File: src/rtl/dmem_arbiter_if.sv
// Bundle of the two requester ports and the data-memory port seen by dmem_arbiter.
// The slave modport is the arbiter's view; master is the requesters' and memory's view.
interface dmem_arbiter_if #(
    parameter int W = 8,
    parameter int A = 8
);
    logic         req0_valid;
    logic         req0_write;
    logic [A-1:0] req0_addr;
    logic [W-1:0] req0_wdata;
    logic         req0_lock;
    logic         req0_ready;
    logic         rsp0_valid;
    logic [W-1:0] rsp0_data;

    logic         req1_valid;
    logic         req1_write;
    logic [A-1:0] req1_addr;
    logic [W-1:0] req1_wdata;
    logic         req1_lock;
    logic         req1_ready;
    logic         rsp1_valid;
    logic [W-1:0] rsp1_data;

    logic         mem_we;
    logic [A-1:0] mem_addr;
    logic [W-1:0] mem_wdata;
    logic [W-1:0] mem_rdata;

    modport slave (
        input  req0_valid, req0_write, req0_addr, req0_wdata, req0_lock,
        output req0_ready, rsp0_valid, rsp0_data,
        input  req1_valid, req1_write, req1_addr, req1_wdata, req1_lock,
        output req1_ready, rsp1_valid, rsp1_data,
        output mem_we, mem_addr, mem_wdata,
        input  mem_rdata
    );

    modport master (
        output req0_valid, req0_write, req0_addr, req0_wdata, req0_lock,
        input  req0_ready, rsp0_valid, rsp0_data,
        output req1_valid, req1_write, req1_addr, req1_wdata, req1_lock,
        input  req1_ready, rsp1_valid, rsp1_data,
        input  mem_we, mem_addr, mem_wdata,
        output mem_rdata
    );
endinterface

File: src/rtl/dmem_arbiter.sv
// Two-port round-robin arbiter in front of the single-port 256x8 data memory,
// with a bounded burst lock and one-cycle registered load responses.
module dmem_arbiter #(
    parameter int W         = 8,
    parameter int A         = 8,
    parameter int MAX_BURST = 4
) (
    input  logic           Clk,
    input  logic           Reset,
    dmem_arbiter_if.slave  bus
);
    localparam int CW = $clog2(MAX_BURST + 1);

    typedef enum logic [1:0] {
        ST_ARB   = 2'd0,
        ST_LOCK0 = 2'd1,
        ST_LOCK1 = 2'd2
    } state_e;

    state_e        state_q, state_d;
    logic          last_q, last_d;        // 1: port 1 was granted most recently
    logic [CW-1:0] cnt_q, cnt_d;
    logic [CW:0]   cnt_inc;
    logic          grant0, grant1;

    logic          rsp0_valid_q, rsp1_valid_q;
    logic [W-1:0]  rsp0_data_q, rsp1_data_q;

    assign cnt_inc = {1'b0, cnt_q} + (CW+1)'(1);

    // NOTE: every variable gets a default at the top of the block so that no
    // path leaves it unassigned and no latch is inferred.
    always_comb begin
        state_d = state_q;
        last_d  = last_q;
        cnt_d   = cnt_q;
        grant0  = 1'b0;
        grant1  = 1'b0;

        if (!Reset) begin
            state_d = state_q;
        end else if (state_q == ST_LOCK0 && bus.req0_valid) begin
            grant0  = 1'b1;
            last_d  = 1'b0;
            cnt_d   = cnt_inc[CW-1:0];
            state_d = (bus.req0_lock && cnt_inc < (CW+1)'(MAX_BURST)) ? ST_LOCK0 : ST_ARB;
        end else if (state_q == ST_LOCK1 && bus.req1_valid) begin
            grant1  = 1'b1;
            last_d  = 1'b1;
            cnt_d   = cnt_inc[CW-1:0];
            state_d = (bus.req1_lock && cnt_inc < (CW+1)'(MAX_BURST)) ? ST_LOCK1 : ST_ARB;
        end else begin
            // Plain arbitration, also taken in the same cycle an owner lets go.
            state_d = ST_ARB;
            cnt_d   = '0;
            if (bus.req0_valid && (!bus.req1_valid || last_q)) begin
                grant0 = 1'b1;
            end else if (bus.req1_valid) begin
                grant1 = 1'b1;
            end

            if (grant0) begin
                last_d = 1'b0;
                if (bus.req0_lock && MAX_BURST > 1) begin
                    state_d = ST_LOCK0;
                    cnt_d   = CW'(1);
                end
            end else if (grant1) begin
                last_d = 1'b1;
                if (bus.req1_lock && MAX_BURST > 1) begin
                    state_d = ST_LOCK1;
                    cnt_d   = CW'(1);
                end
            end
        end
    end

    assign bus.req0_ready = grant0;
    assign bus.req1_ready = grant1;
    assign bus.mem_we     = (grant0 && bus.req0_write) || (grant1 && bus.req1_write);
    assign bus.mem_addr   = grant0 ? bus.req0_addr  : (grant1 ? bus.req1_addr  : '0);
    assign bus.mem_wdata  = grant0 ? bus.req0_wdata : (grant1 ? bus.req1_wdata : '0);

    // NOTE: state is updated with non-blocking assignments so every register
    // samples pre-edge values regardless of statement order.
    always_ff @(posedge Clk or negedge Reset) begin
        if (!Reset) begin
            state_q <= ST_ARB;
            last_q  <= 1'b1;
            cnt_q   <= '0;
        end else begin
            state_q <= state_d;
            last_q  <= last_d;
            cnt_q   <= cnt_d;
        end
    end

    // NOTE: the response data registers are reset too, since their value is
    // architecturally visible (held between loads) and must read 0 after reset.
    always_ff @(posedge Clk or negedge Reset) begin
        if (!Reset) begin
            rsp0_valid_q <= 1'b0;
            rsp1_valid_q <= 1'b0;
            rsp0_data_q  <= '0;
            rsp1_data_q  <= '0;
        end else begin
            rsp0_valid_q <= grant0 && !bus.req0_write;
            rsp1_valid_q <= grant1 && !bus.req1_write;
            if (grant0 && !bus.req0_write) rsp0_data_q <= bus.mem_rdata;
            if (grant1 && !bus.req1_write) rsp1_data_q <= bus.mem_rdata;
        end
    end

    assign bus.rsp0_valid = rsp0_valid_q;
    assign bus.rsp1_valid = rsp1_valid_q;
    assign bus.rsp0_data  = rsp0_data_q;
    assign bus.rsp1_data  = rsp1_data_q;
endmodule

File: src/flat_wrapper.sv
// flat-port wrapper written by rule: the top's interface ports become plain ports
module dmem_arbiter_flat 
#(
    parameter int W         = 8,
    parameter int A         = 8,
    parameter int MAX_BURST = 4
)
  (Clk, Reset, bus_req0_valid, bus_req0_write, bus_req0_addr, bus_req0_wdata, bus_req0_lock, bus_req0_ready, bus_rsp0_valid, bus_rsp0_data, bus_req1_valid, bus_req1_write, bus_req1_addr, bus_req1_wdata, bus_req1_lock, bus_req1_ready, bus_rsp1_valid, bus_rsp1_data, bus_mem_we, bus_mem_addr, bus_mem_wdata, bus_mem_rdata);
  dmem_arbiter_if #(.W(W), .A(A)) bus_i ();
  input  logic Clk;
  input  logic Reset;
  input wire logic [$bits(bus_i.req0_valid)-1:0] bus_req0_valid;
  input wire logic [$bits(bus_i.req0_write)-1:0] bus_req0_write;
  input wire logic [$bits(bus_i.req0_addr)-1:0] bus_req0_addr;
  input wire logic [$bits(bus_i.req0_wdata)-1:0] bus_req0_wdata;
  input wire logic [$bits(bus_i.req0_lock)-1:0] bus_req0_lock;
  output wire logic [$bits(bus_i.req0_ready)-1:0] bus_req0_ready;
  output wire logic [$bits(bus_i.rsp0_valid)-1:0] bus_rsp0_valid;
  output wire logic [$bits(bus_i.rsp0_data)-1:0] bus_rsp0_data;
  input wire logic [$bits(bus_i.req1_valid)-1:0] bus_req1_valid;
  input wire logic [$bits(bus_i.req1_write)-1:0] bus_req1_write;
  input wire logic [$bits(bus_i.req1_addr)-1:0] bus_req1_addr;
  input wire logic [$bits(bus_i.req1_wdata)-1:0] bus_req1_wdata;
  input wire logic [$bits(bus_i.req1_lock)-1:0] bus_req1_lock;
  output wire logic [$bits(bus_i.req1_ready)-1:0] bus_req1_ready;
  output wire logic [$bits(bus_i.rsp1_valid)-1:0] bus_rsp1_valid;
  output wire logic [$bits(bus_i.rsp1_data)-1:0] bus_rsp1_data;
  output wire logic [$bits(bus_i.mem_we)-1:0] bus_mem_we;
  output wire logic [$bits(bus_i.mem_addr)-1:0] bus_mem_addr;
  output wire logic [$bits(bus_i.mem_wdata)-1:0] bus_mem_wdata;
  input wire logic [$bits(bus_i.mem_rdata)-1:0] bus_mem_rdata;
  assign bus_i.req0_valid = bus_req0_valid;
  assign bus_i.req0_write = bus_req0_write;
  assign bus_i.req0_addr = bus_req0_addr;
  assign bus_i.req0_wdata = bus_req0_wdata;
  assign bus_i.req0_lock = bus_req0_lock;
  assign bus_req0_ready = bus_i.req0_ready;
  assign bus_rsp0_valid = bus_i.rsp0_valid;
  assign bus_rsp0_data = bus_i.rsp0_data;
  assign bus_i.req1_valid = bus_req1_valid;
  assign bus_i.req1_write = bus_req1_write;
  assign bus_i.req1_addr = bus_req1_addr;
  assign bus_i.req1_wdata = bus_req1_wdata;
  assign bus_i.req1_lock = bus_req1_lock;
  assign bus_req1_ready = bus_i.req1_ready;
  assign bus_rsp1_valid = bus_i.rsp1_valid;
  assign bus_rsp1_data = bus_i.rsp1_data;
  assign bus_mem_we = bus_i.mem_we;
  assign bus_mem_addr = bus_i.mem_addr;
  assign bus_mem_wdata = bus_i.mem_wdata;
  assign bus_i.mem_rdata = bus_mem_rdata;
  dmem_arbiter #(.W(W), .A(A), .MAX_BURST(MAX_BURST)) u_core (.Clk(Clk), .Reset(Reset), .bus(bus_i));
endmodule
File: config.mk
export PLATFORM = sky130hd
export DESIGN_NAME = dmem_arbiter_flat
export DESIGN_NICKNAME = d
export VERILOG_FILES = /design/src/rtl/dmem_arbiter_if.sv /design/src/rtl/dmem_arbiter.sv /design/src/flat_wrapper.sv
export SDC_FILE = /design/constraint.sdc
export NUM_CORES = 1
export LEC_CHECK = 0
export BUFFER_PORTS_ARGS = -buffer_cell sky130_fd_sc_hd__buf_2
export CORE_MARGIN = 2
export CORE_UTILIZATION = 38
export DETAILED_ROUTE_END_ITERATION = 10
export PLACE_DENSITY = 0.86
export SLEW_MARGIN = 20
export SYNTH_ARGS = -nofsm -noshare
export SYNTH_HDL_FRONTEND = slang
export SYNTH_SLANG_ARGS = --single-unit
File: constraint.sdc
create_clock -name Clk -period 1.85 [get_ports Clk]
set_input_delay 0.2775 -clock Clk [delete_from_list [all_inputs] [get_ports Clk]]
set_output_delay 0.2775 -clock Clk [all_outputs]
set_load 0.03 [all_outputs]
; Word level (Yosys, flattened, before mapping)
; Cells that the tools add are included.
[totals]
regBits = 24
word_cells = 64
[op_classes]
addsub = 1
magnitude_cmp = 1
eq_ne = 2
mux = 37
reduce_logical = 16
[ops]
columns = operator, n
row1 = $mux W8, 4
row2 = $mux W1, 23
row3 = $mux W2, 6
row4 = $mux W3, 4
row5 = $logic_and A1 B1 Y1, 9
row6 = $add A3 B1 Y4 const B, 1
row7 = $lt A4 B3 Y1 const B, 1
row8 = $reduce_bool A4 Y1, 1
row9 = $logic_not A1 Y1, 3
row10 = $eq A2 B1 Y1 const B, 1
row11 = $eq A2 B2 Y1 const B, 1
row12 = $logic_or A1 B1 Y1, 2
row13 = $reduce_and A2 Y1, 1

; Logic depth before layout (Yosys ltp)
; Gate-level depths: netlist of run 1.
[depth]
depth_word = 12
ltp_mapped = 6

; Worst setup path before layout of run 1
; No wires, ideal clock.
[synth_timing]
path_type = register to output
from = register u_core.last_q
to = output port bus_mem_addr[0]
arrival_ps = 1816
t_required_ps = 1572
setup_slack_ps = -244
path_stages_with_launch = 5
n_path_buf = 1
cell_sequence = dfstp_2 > and3b_1 > a311oi_4 > buf_2 > a22o_1
[synth_rtl]
columns = element, line
row1 = from (decl), dmem_arbiter.sv:21  ; logic last_q, last_d;
row2 = from (signal assigned), dmem_arbiter.sv:93  ; last_q <= last_d;
row3 = $logic_or A1 B1 Y1, dmem_arbiter.sv:56  ; if (bus.req0_valid && (!bus.req1_valid || last_q)) begin
row4 = $logic_and A1 B1 Y1, dmem_arbiter.sv:56
row5 = $mux W1, dmem_arbiter.sv:56
row6 = $mux W1, dmem_arbiter.sv:47  ; end else if (state_q == ST_LOCK1 && bus.req1_valid) begin
row7 = $mux W1, dmem_arbiter.sv:42  ; end else if (state_q == ST_LOCK0 && bus.req0_valid) begin
row8 = $mux W1, dmem_arbiter.sv:40  ; if (!Reset) begin
row9 = $mux W1, dmem_arbiter.sv:47
row10 = $mux W1, dmem_arbiter.sv:42
row11 = $mux W1, dmem_arbiter.sv:40
row12 = via bus_req0_ready, flat_wrapper.sv:17  ; output wire logic [$bits(bus_i.req0_ready)-1:0] bus_req0_ready;
row13 = $mux W8, dmem_arbiter.sv:81  ; assign bus.mem_addr = grant0 ? bus.req0_addr : (grant1 ? bus.req1_addr : '0);
row14 = to (decl), flat_wrapper.sv:29  ; output wire logic [$bits(bus_i.mem_addr)-1:0] bus_mem_addr;
; The timed path passes the listed nets, and every way through them passes these cells. The select of a mux whose other input is x is not followed.

; Worst setup path in the final report of run 1
[layout_timing]
from = register u_core.last_q
to = output port bus_mem_wdata[0]
[layout_via]
elab_chain_cells = 11
[layout_lines]
columns = element, line
row1 = $logic_or A1 B1 Y1 (*), dmem_arbiter.sv:56
row2 = $logic_and A1 B1 Y1 (*), dmem_arbiter.sv:56
row3 = $mux W1, dmem_arbiter.sv:56
row4 = $mux W1, dmem_arbiter.sv:47
row5 = $mux W1, dmem_arbiter.sv:42
row6 = $mux W1, dmem_arbiter.sv:40
row7 = $mux W1, dmem_arbiter.sv:47
row8 = $mux W1, dmem_arbiter.sv:42
row9 = $mux W1, dmem_arbiter.sv:40
row10 = $mux W8, dmem_arbiter.sv:82  ; assign bus.mem_wdata = grant0 ? bus.req0_wdata : (grant1 ? bus.req1_wdata : '0);
row11 = $mux W8 (*), dmem_arbiter.sv:82
row12 = to (decl), flat_wrapper.sv:30  ; output wire logic [$bits(bus_i.mem_wdata)-1:0] bus_mem_wdata;
; Mark *: on every way between the ends. The rest lies on a longest branch, timed or not. The select of a mux whose other input is x is not followed.

==> reports/results.md, run 1 <==
| Group | Result | Value |
| --- | --- | --- |
| layout | Number of fill cells in the layout | 222 |
| worst setup path | Critical-path maximum fanout | 10 |
| detailed routing | DRC violation count after routing | 0 |
| clock tree | Clock latency reported for the late side of the worst-skew pair | 310 ps |
| worst setup path | CP peak stage delay | 590 ps |
| worst setup path | CP bufs+invs | 3 |
| clock tree | Clk pin slew, worst setup/hold paths | 130 ps |
| power and ir drop | Power per unit of standard cell area | 853 nW/um2 |
| sta | Worst-Margin Slew | 427 ps |
| synth | Number of flops mapped to enable cells by yosys | 0 |
| detailed routing | Routed wirelength normalized by instance count | 17.5 um |
| synth | Area fraction in compound gates after synthesis | 21.8% |
| detailed routing | ANT nets after route | 0 |
| layout | Share of post-route cells with drive strength above 1 | 66.8% |
| synth | Synthesized Nets | 158 |
| floorplan | Area of the core | 3310 um2 |
| sta | Max-slew violations | 0 |
| global routing | Pin count of the biggest net entering global routing | 34 |
| layout | Layout area overhead | 76.1% |
| synth | Largest cells by area after synthesis | dfrtp_1 44%, a22o_1 11%, mux2_4 9.2% |
| floorplan | Top-level I/O count | 85 |
| detailed routing | Iteration-0 DRC Markers | 61 |
| synth | Adder and majority cell fraction of the synthesized area | 0.961% |
| layout | Number of non-filler instances in the completed layout | 257 |
| placed design | Cell area after placement | 1920 um2 |
| layout | Post-layout net count | 261 |
| clock tree | Root Buffer Master | clkbuf_4 |
| sta | Final Skew | 2.52 ps |
| global routing | Via count of the first global-routing pass | 1375 |
| synth | Count of synthesis-stage warnings from yosys | 0 |
| power and ir drop | VDD IR-drop max | 0.329 mV |
| synth | Post-Synth XOR/XNOR Area | 0% |
| detailed routing | Detailed-route via count | 1323 |
| sta | Final count of negative-setup-slack endpoints | 36 |
| worst setup path | Worst path slowest cell | dfstp_2 |
| synth | Simple-gate area share of the yosys netlist | 8.93% |
| worst setup path | Minimum setup slack among reg-to-reg paths | -290 ps |
| worst setup path | Data arrival time of the critical path | 1950 ps |
| floorplan | Die Footprint | 3910 um2 |
| global routing | Initial antenna violation count | 0 |
| synth | Most used flip-flop cell after synthesis | dfrtp_1 |
| worst setup path | CP Cell Sequence | and3b_1 > a311oi_4 > buf_6 > buf_12 > a22o_1 > buf_6 |
| sta | Headroom to the max-slew limit | 71.6% |
| sta | Setup WS post-layout | -377 ps |
| synth | Share of async-settable or async-resettable flops after synthesis | 100% |
| synth | Number of distinct library cell variants in the gate-level netlist after synthesis | 32 |
| layout | Post-route standard cell area excluding fillers | 2290 um2 |
| worst setup path | CP required | 1570 ps |
| power and ir drop | Final total power | 0.00196 W |
| sta | Unrepaired setup endpoints after global routing | yes |
| global routing | Wire length of the first global-routing pass | 6580 um |
| sta | Hold WS | -0.0923 ps |
| placed design | Total instance count after detailed placement | 241 |
| placed design | GPL Wtd Cong | 0.779 |
| layout | Most frequent cells in the layout | 65 x buf_2, 25 x buf_6, 23 x dfrtp_1 |
| clock tree | Number of sinks driven by the clock tree | 24 |
| status | Result of the run | finished with violations |
| floorplan | Number of placement rows | 21 |
| global routing | Overall track demand over capacity in global routing | 21.3% |
| detailed routing | Drt first pass iters | 4 |
| floorplan | Die Ht | 62.5 um |
| synth | Netlist area before placement | 1300 um2 |
| synth | Sequential fraction of the synthesis area | 46.2% |
| layout | Number of diodes | 0 |
| sta | Shortest period the worst path allows | 2230 ps |
| sta | Final cycle utilization of the critical path | 120% |
| floorplan | Effective utilization at floorplan | 39.3% |
| synth | Largest family of logic cells by synthesized area | compound AO/OA/AOI/OAI gates |
| worst setup path | Category of the critical setup timing path | reg2out |
| status | Violated checks | negative hold slack, negative setup slack |
| worst setup path | Element type at the critical path start | register |
| detailed routing | Post-detailed-routing wire length | 4500 um |
| run | Count of maximum capacitance violations | 0 |
| worst hold path | Worst Hold Class | in2async |
| clock tree | TritonCTS clock tree | yes |
| synth | Post-synthesis area per instance | 11.9 um2 |
| synth | Gate count after technology mapping | 109 |
| sta | Final number of hold-violating endpoints | 1 |
| synth | Number of storage elements in the synthesis netlist | 24 |
| worst setup path | Kind of cell with the highest combined delay on the critical path | flip-flops |
| layout | Most frequent standard cell in the layout excluding fill and tap cells | buf_2 |
| detailed routing | Average via count per standard cell | 5.15 |
| floorplan | Chip width | 62.5 um |
| clock tree | Number of buffers between clock root and the deepest sink | 2 |
| power and ir drop | Leakage power total | 1.21 nW |
| clock tree | H-tree Lvls | 1 |
| worst setup path | Most frequent cell on the critical path | buf_6 |
| clock tree | Inserted Clock Buffers | 3 |
| sta | Setup TNS Final | -9100 ps |
| sta | Highest Clock Rate | 449 MHz |
| synth | Multiplexer share of the synthesized area | 17.8% |
| worst setup path | Endpoint class of the critical path | output pin |
| global routing | Overall overflow remaining after global route | 0 |
| synth | Portion of synthesized cell area occupied by the leading cell type | 44.2% |
| placed design | Detailed placement HPWL | 2680 um |
| placed design | Number of buffer cells added on primary ports | 84 |
| synth | Largest area contributor in the synthesized netlist | dfrtp_1 |
worst reg2reg max path: stages (launching register included):
cell,delay (ps)
dfrtp_1,430
and3b_2,250
a311oi_4,270
buf_6,180
buf_6,100
buf_6,80
buf_6,90
nor2b_4,180
buf_6,160
mux2_4,310
cell usage after synthesis, types with 2 or more instances:
cell	count
dfrtp_1	23
a22o_1	17
mux2_2	9
mux2_4	8
nand2_1	7
o21ai_0	5
inv_1	4
a21o_1	3
buf_2	3
nand2b_1	3
nor2b_1	3
and2_1	2
and3b_1	2
clkbuf_1	2
metrics by stage:
| step | util (%) | hold slack, ps | worst slack (ps) |
|---|---|---|---|
| 2_1_floorplan | - | -18.1 | -59.2 |
| 6_report | 69.3 | -0.0923 | -377 |
| 3_3_place_gp | 57.9 | 346 | -54.6 |
| 5_1_grt | 69.3 | 12.5 | -418 |
| 4_1_cts | 66.4 | 6.45 | -313 |
| 3_5_place_dp | 57.9 | 348 | -133 |
final cells by class:
cell class	instances	area (um2)	area share (%)
well taps	46	57.6	2.51
inverters	4	15.0	0.655
clock buffers	4	36.3	1.58
repair buffers	104	785	34.2
multi-input cells	75	798	34.8
flip-flops and latches	24	602	26.2
timing repair:
item | 4_1_cts | 5_1_grt
setup buffers | 4 | 4
gates cloned | 3 | 1
hold buffers | 0 | 0
resized for setup | 47 | 16
setup endpoints to repair | 27 | 35
pin swaps | 1 | 3
state kept, by name, summed over array words and instances (netlist names):
signal	cells
u_core.bus.rsp0_valid	1
u_core.last_q	1
u_core.cnt_q	3
u_core.bus.rsp1_data	8
u_core.state_q	2
u_core.bus.rsp1_valid	1
u_core.bus.rsp0_data	8
per-layer routing:
layer	share of wire (%)	track usage [%]	wire, um	up-vias
met4	2.3	6.39	103	0
met1	39	24.5	1750	658
met5	0	0	0	-
met3	4.1	3.60	185	8
met2	55	40.1	2460	42
li1	-	-	-	615
kinds of logic after synthesis:
group / Yosys count
buf+inv: 11
simple gates: 21
compound gates: 34
mux: 18
flops: 24
fa+ha+maj: 1
power breakdown:
part	internal (W)	switching [W]	leakage (nW)
Clock	0.000120	0.000154	0.0210
Sequential	0.000639	0.0000785	0.294
Combinational	0.000447	0.000517	0.891
Total	0.00121	0.000750	1.21
path summary, 6_finish.rpt:
check,cells after the start,from,endpoint
worst min-delay path,2,Reset,u_core.bus.rsp1_data[2]$_DFFE_PN0P_
worst min register to register,1,u_core.bus.rsp1_data[7]$_DFFE_PN0P_,u_core.bus.rsp1_data[7]$_DFFE_PN0P_
max in group asynchronous,2,Reset,u_core.last_q$_DFFE_PN1P_
worst max register to register,9,u_core.state_q[1]$_DFFE_PN0P_,u_core.bus.rsp1_data[3]$_DFFE_PN0P_
worst max-delay path,6,u_core.last_q$_DFFE_PN1P_,bus_mem_wdata[0]
min in group Clk,2,bus_mem_rdata[7],u_core.bus.rsp0_data[7]$_DFFE_PN0P_
(Power assumes the default switching activity.)
==> inputs of run 2 (changes only) <==
- ABC_AREA: not set -> 1
- PLACE_DENSITY: 0.86 -> 0.85
==> reports/results.md, run 2 <==
| Group | Result | Value |
| --- | --- | --- |
| worst setup path | Worst path slowest cell | dfstp_2 |
| global routing | Via count of the first global-routing pass | 1643 |
| sta | Final count of negative-setup-slack endpoints | 18 |
| clock tree | Clock latency reported for the late side of the worst-skew pair | 300 ps |
| synth | Portion of synthesized cell area occupied by the leading cell type | 42.2% |
| detailed routing | Iteration-0 DRC Markers | 82 |
| layout | Share of post-route cells with drive strength above 1 | 51.0% |
| floorplan | Effective utilization at floorplan | 40.2% |
| sta | Unrepaired setup endpoints after global routing | yes |
| global routing | Overall track demand over capacity in global routing | 22.8% |
| sta | Shortest period the worst path allows | 1940 ps |
| synth | Number of storage elements in the synthesis netlist | 24 |
| clock tree | TritonCTS clock tree | yes |
| sta | Final Skew | 4.26 ps |
| worst setup path | Count of cells along the worst register-to-register path | 10 |
| power and ir drop | Final total power | 0.00190 W |
| synth | Number of flops mapped to enable cells by yosys | 0 |
| synth | Post-synthesis area per instance | 7.10 um2 |
| clock tree | H-tree Lvls | 1 |
| detailed routing | DRC violation count after routing | 0 |
| synth | Synthesized Nets | 241 |
| floorplan | Area of the core | 3390 um2 |
| synth | Gate count after technology mapping | 192 |
| clock tree | Inserted Clock Buffers | 3 |
| global routing | Initial antenna violation count | 0 |
| clock tree | Root Buffer Master | clkbuf_4 |
| worst setup path | Endpoint class of the critical path | output pin |
| worst setup path | CP required | 1570 ps |
| placed design | GPL Wtd Cong | 0.775 |
| placed design | Detailed placement HPWL | 2970 um |
| worst setup path | Kind of cell with the highest combined delay on the critical path | flip-flops |
| sta | Setup WS post-layout | -85.6 ps |
| synth | Share of async-settable or async-resettable flops after synthesis | 100% |
| sta | Max-slew violations | 0 |
| placed design | Total instance count after detailed placement | 321 |
| clock tree | Number of sinks driven by the clock tree | 24 |
| layout | Number of non-filler instances in the completed layout | 340 |
| floorplan | Number of placement rows | 21 |
| synth | Sequential fraction of the synthesis area | 44.1% |
| layout | Number of diodes | 0 |
| worst setup path | Logic depth of the worst setup path including buffers | 7 |
| worst setup path | CP bufs+invs | 2 |
| worst setup path | Start of the worst register-to-register path | u_core.last_q$_DFFE_PN1P_ |
| detailed routing | Average via count per standard cell | 4.98 |
| sta | Headroom to the max-slew limit | 73.9% |
| global routing | Wire length of the first global-routing pass | 7360 um |
| placed design | Number of buffer cells added on primary ports | 84 |
| floorplan | Top-level I/O count | 85 |
| synth | Most numerous cell in the Yosys netlist | nand2_1 |
| sta | Highest Clock Rate | 517 MHz |
| layout | Post-layout net count | 344 |
| detailed routing | Routed wirelength normalized by instance count | 14.1 um |
| sta | Final number of hold-violating endpoints | 0 |
| worst setup path | Data arrival time of the critical path | 1660 ps |
| run | Count of maximum capacitance violations | 0 |
| worst setup path | CP Cell Sequence | a21oi_2 > nor2_4 > nor2_8 > buf_2 > nand2_1 > nand2_2 > buf_6 |
| floorplan | Chip width | 63.9 um |
| floorplan | Die Footprint | 4080 um2 |
| synth | Number of distinct library cell variants in the gate-level netlist after synthesis | 23 |
| worst setup path | Critical register-to-register path endpoint | u_core.bus.rsp1_data[7]$_DFFE_PN0P_ |
| placed design | Cell area after placement | 1830 um2 |
| clock tree | Clk pin slew, worst setup/hold paths | 130 ps |
| global routing | Pin count of the biggest net entering global routing | 37 |
| worst setup path | Element type at the critical path start | register |
| detailed routing | Post-detailed-routing wire length | 4790 um |
| worst setup path | Critical path launch point | u_core.last_q$_DFFE_PN1P_ |
| global routing | Overall overflow remaining after global route | 0 |
| worst setup path | Critical-path maximum fanout | 4 |
| detailed routing | ANT nets after route | 0 |
| layout | Post-route standard cell area excluding fillers | 2240 um2 |
| synth | Most used flip-flop cell after synthesis | dfrtp_1 |
| layout | Most frequent cells in the layout | 76 x nand2_1, 67 x buf_2, 26 x nand2_2 |
| worst setup path | Category of the critical setup timing path | reg2out |
| detailed routing | Detailed-route via count | 1693 |
| worst setup path | CP endpoint | bus_mem_addr[6] |
| status | Result of the run | finished with violations |
| layout | Most frequent standard cell in the layout excluding fill and tap cells | nand2_1 |
| detailed routing | Drt first pass iters | 4 |
| synth | Largest cells by area after synthesis | dfrtp_1 42%, nand2_1 28%, nand3_1 4.8% |
| synth | Largest area contributor in the synthesized netlist | dfrtp_1 |
| power and ir drop | VDD IR-drop max | 0.537 mV |
| worst setup path | CP peak stage delay | 410 ps |
| clock tree | Number of buffers between clock root and the deepest sink | 2 |
| sta | Final cycle utilization of the critical path | 105% |
| synth | Most instantiated cells after synthesis | 103 x nand2_1, 23 x dfrtp_1, 13 x nand3_1, 10 x inv_1, 8 x nand4_1 |
| power and ir drop | Power per unit of standard cell area | 848 nW/um2 |
| worst hold path | Worst Hold Class | in2async |
| floorplan | Die Ht | 63.9 um |
| synth | Count of synthesis-stage warnings from yosys | 0 |
| status | Violated checks | negative setup slack |
| sta | Setup TNS Final | -1010 ps |
| sta | Worst-Margin Slew | 391 ps |
| worst setup path | Minimum setup slack among reg-to-reg paths | 60 ps |
| layout | Layout area overhead | 64.4% |
| synth | Netlist area before placement | 1360 um2 |
| power and ir drop | Leakage power total | 1.29 nW |
==> run 2: cell count changes in the layout (fill, tap and decap cells not counted), sizes merged, moves of 8 or more <==
cell | before | now
a22o | 17 | 0
inv | 4 | 13
mux2 | 17 | 0
nand2 | 7 | 107
nand3 | 1 | 14
nand4 | 0 | 8
nor2 | 1 | 11
==> run 2: timing repair <==
item | CTS | global route
endpoints found under the hold margin | 2 | 0
resized for setup | 58 | 26
setup buffers | 8 | 3
gates cloned | 2 | 1
hold buffers | 1 | 0
pin swaps | 8 | 6
setup endpoints to repair | 19 | 19
==> run 2: how the worst min path moves through the flow <==
stage                                          end  slack (ps)
2_1_floorplan  u_core.bus.rsp0_data[0]$_DFFE_PN0P_         -20
4_1_cts                  u_core.last_q$_DFFE_PN1P_          30
6_report                 u_core.last_q$_DFFE_PN1P_          30
3_5_place_dp           u_core.cnt_q[2]$_DFFE_PN0P_         130
3_3_place_gp           u_core.cnt_q[2]$_DFFE_PN0P_         120
5_1_grt                  u_core.last_q$_DFFE_PN1P_           6
==> run 2: logic make-up (layout without fill, tap and decap cells) <==
family / after synthesis / count (layout) / synth area share (%)
AND/OR/NAND/NOR: 140 / 140 / 44.9
buffers and inverters: 19 / 121 / 6.88
adder cells (fa/ha/maj): 1 / 1 / 0.917
flip-flops: 24 / 24 / 44.1
AO/OA/AOI/OAI: 8 / 8 / 3.21
==> run 2: worst reg2reg max path: stages, from the launching register on <==
cell and delay, ps:
dfstp_2 580, a21oi_2 100, nor2_4 170, nor2_8 80, buf_2 150, buf_4 130
buf_4 120, buf_4 170, nand2_4 110, nand2_1 70, nand2_1 60
==> run 2: layout make-up <==
cell class	count	area, um2
Fill cell	280	1150
Multi-Input combinational cell	149	779
Timing Repair Buffer	101	677
Sequential cell	24	604
Inverter	14	62.6
Tap cell	46	57.6
Clock buffer	4	36.3
Timing Repair inverter	2	25.0
==> run 2: per-layer routing <==
layer | vias to the layer above | track usage, % | share of wire [%]
met5 | - | 0 | 0
met4 | 0 | 10.1 | 2.9
met3 | 12 | 6.16 | 9.5
met2 | 85 | 41.4 | 52
met1 | 786 | 24.5 | 36
li1 | 810 | - | -
==> run 2: metrics by stage <==
step	hold WS, ps	worst slack, ps	util (%)
6_report	27.8	-85.6	66.1
5_1_grt	6.09	-156	66.1
4_1_cts	31.1	-54.2	63.1
3_5_place_dp	130	160	54.1
3_3_place_gp	125	187	54.1
2_1_floorplan	-18.1	147	-
==> run 2: where the power goes <==
part	leakage, nW	internal, W	switching, W	total [W]
clock	0.0210	0.000120	0.000151	0.000271
combinational	0.965	0.000322	0.000597	0.000919
sequential	0.301	0.000638	0.0000723	0.000710
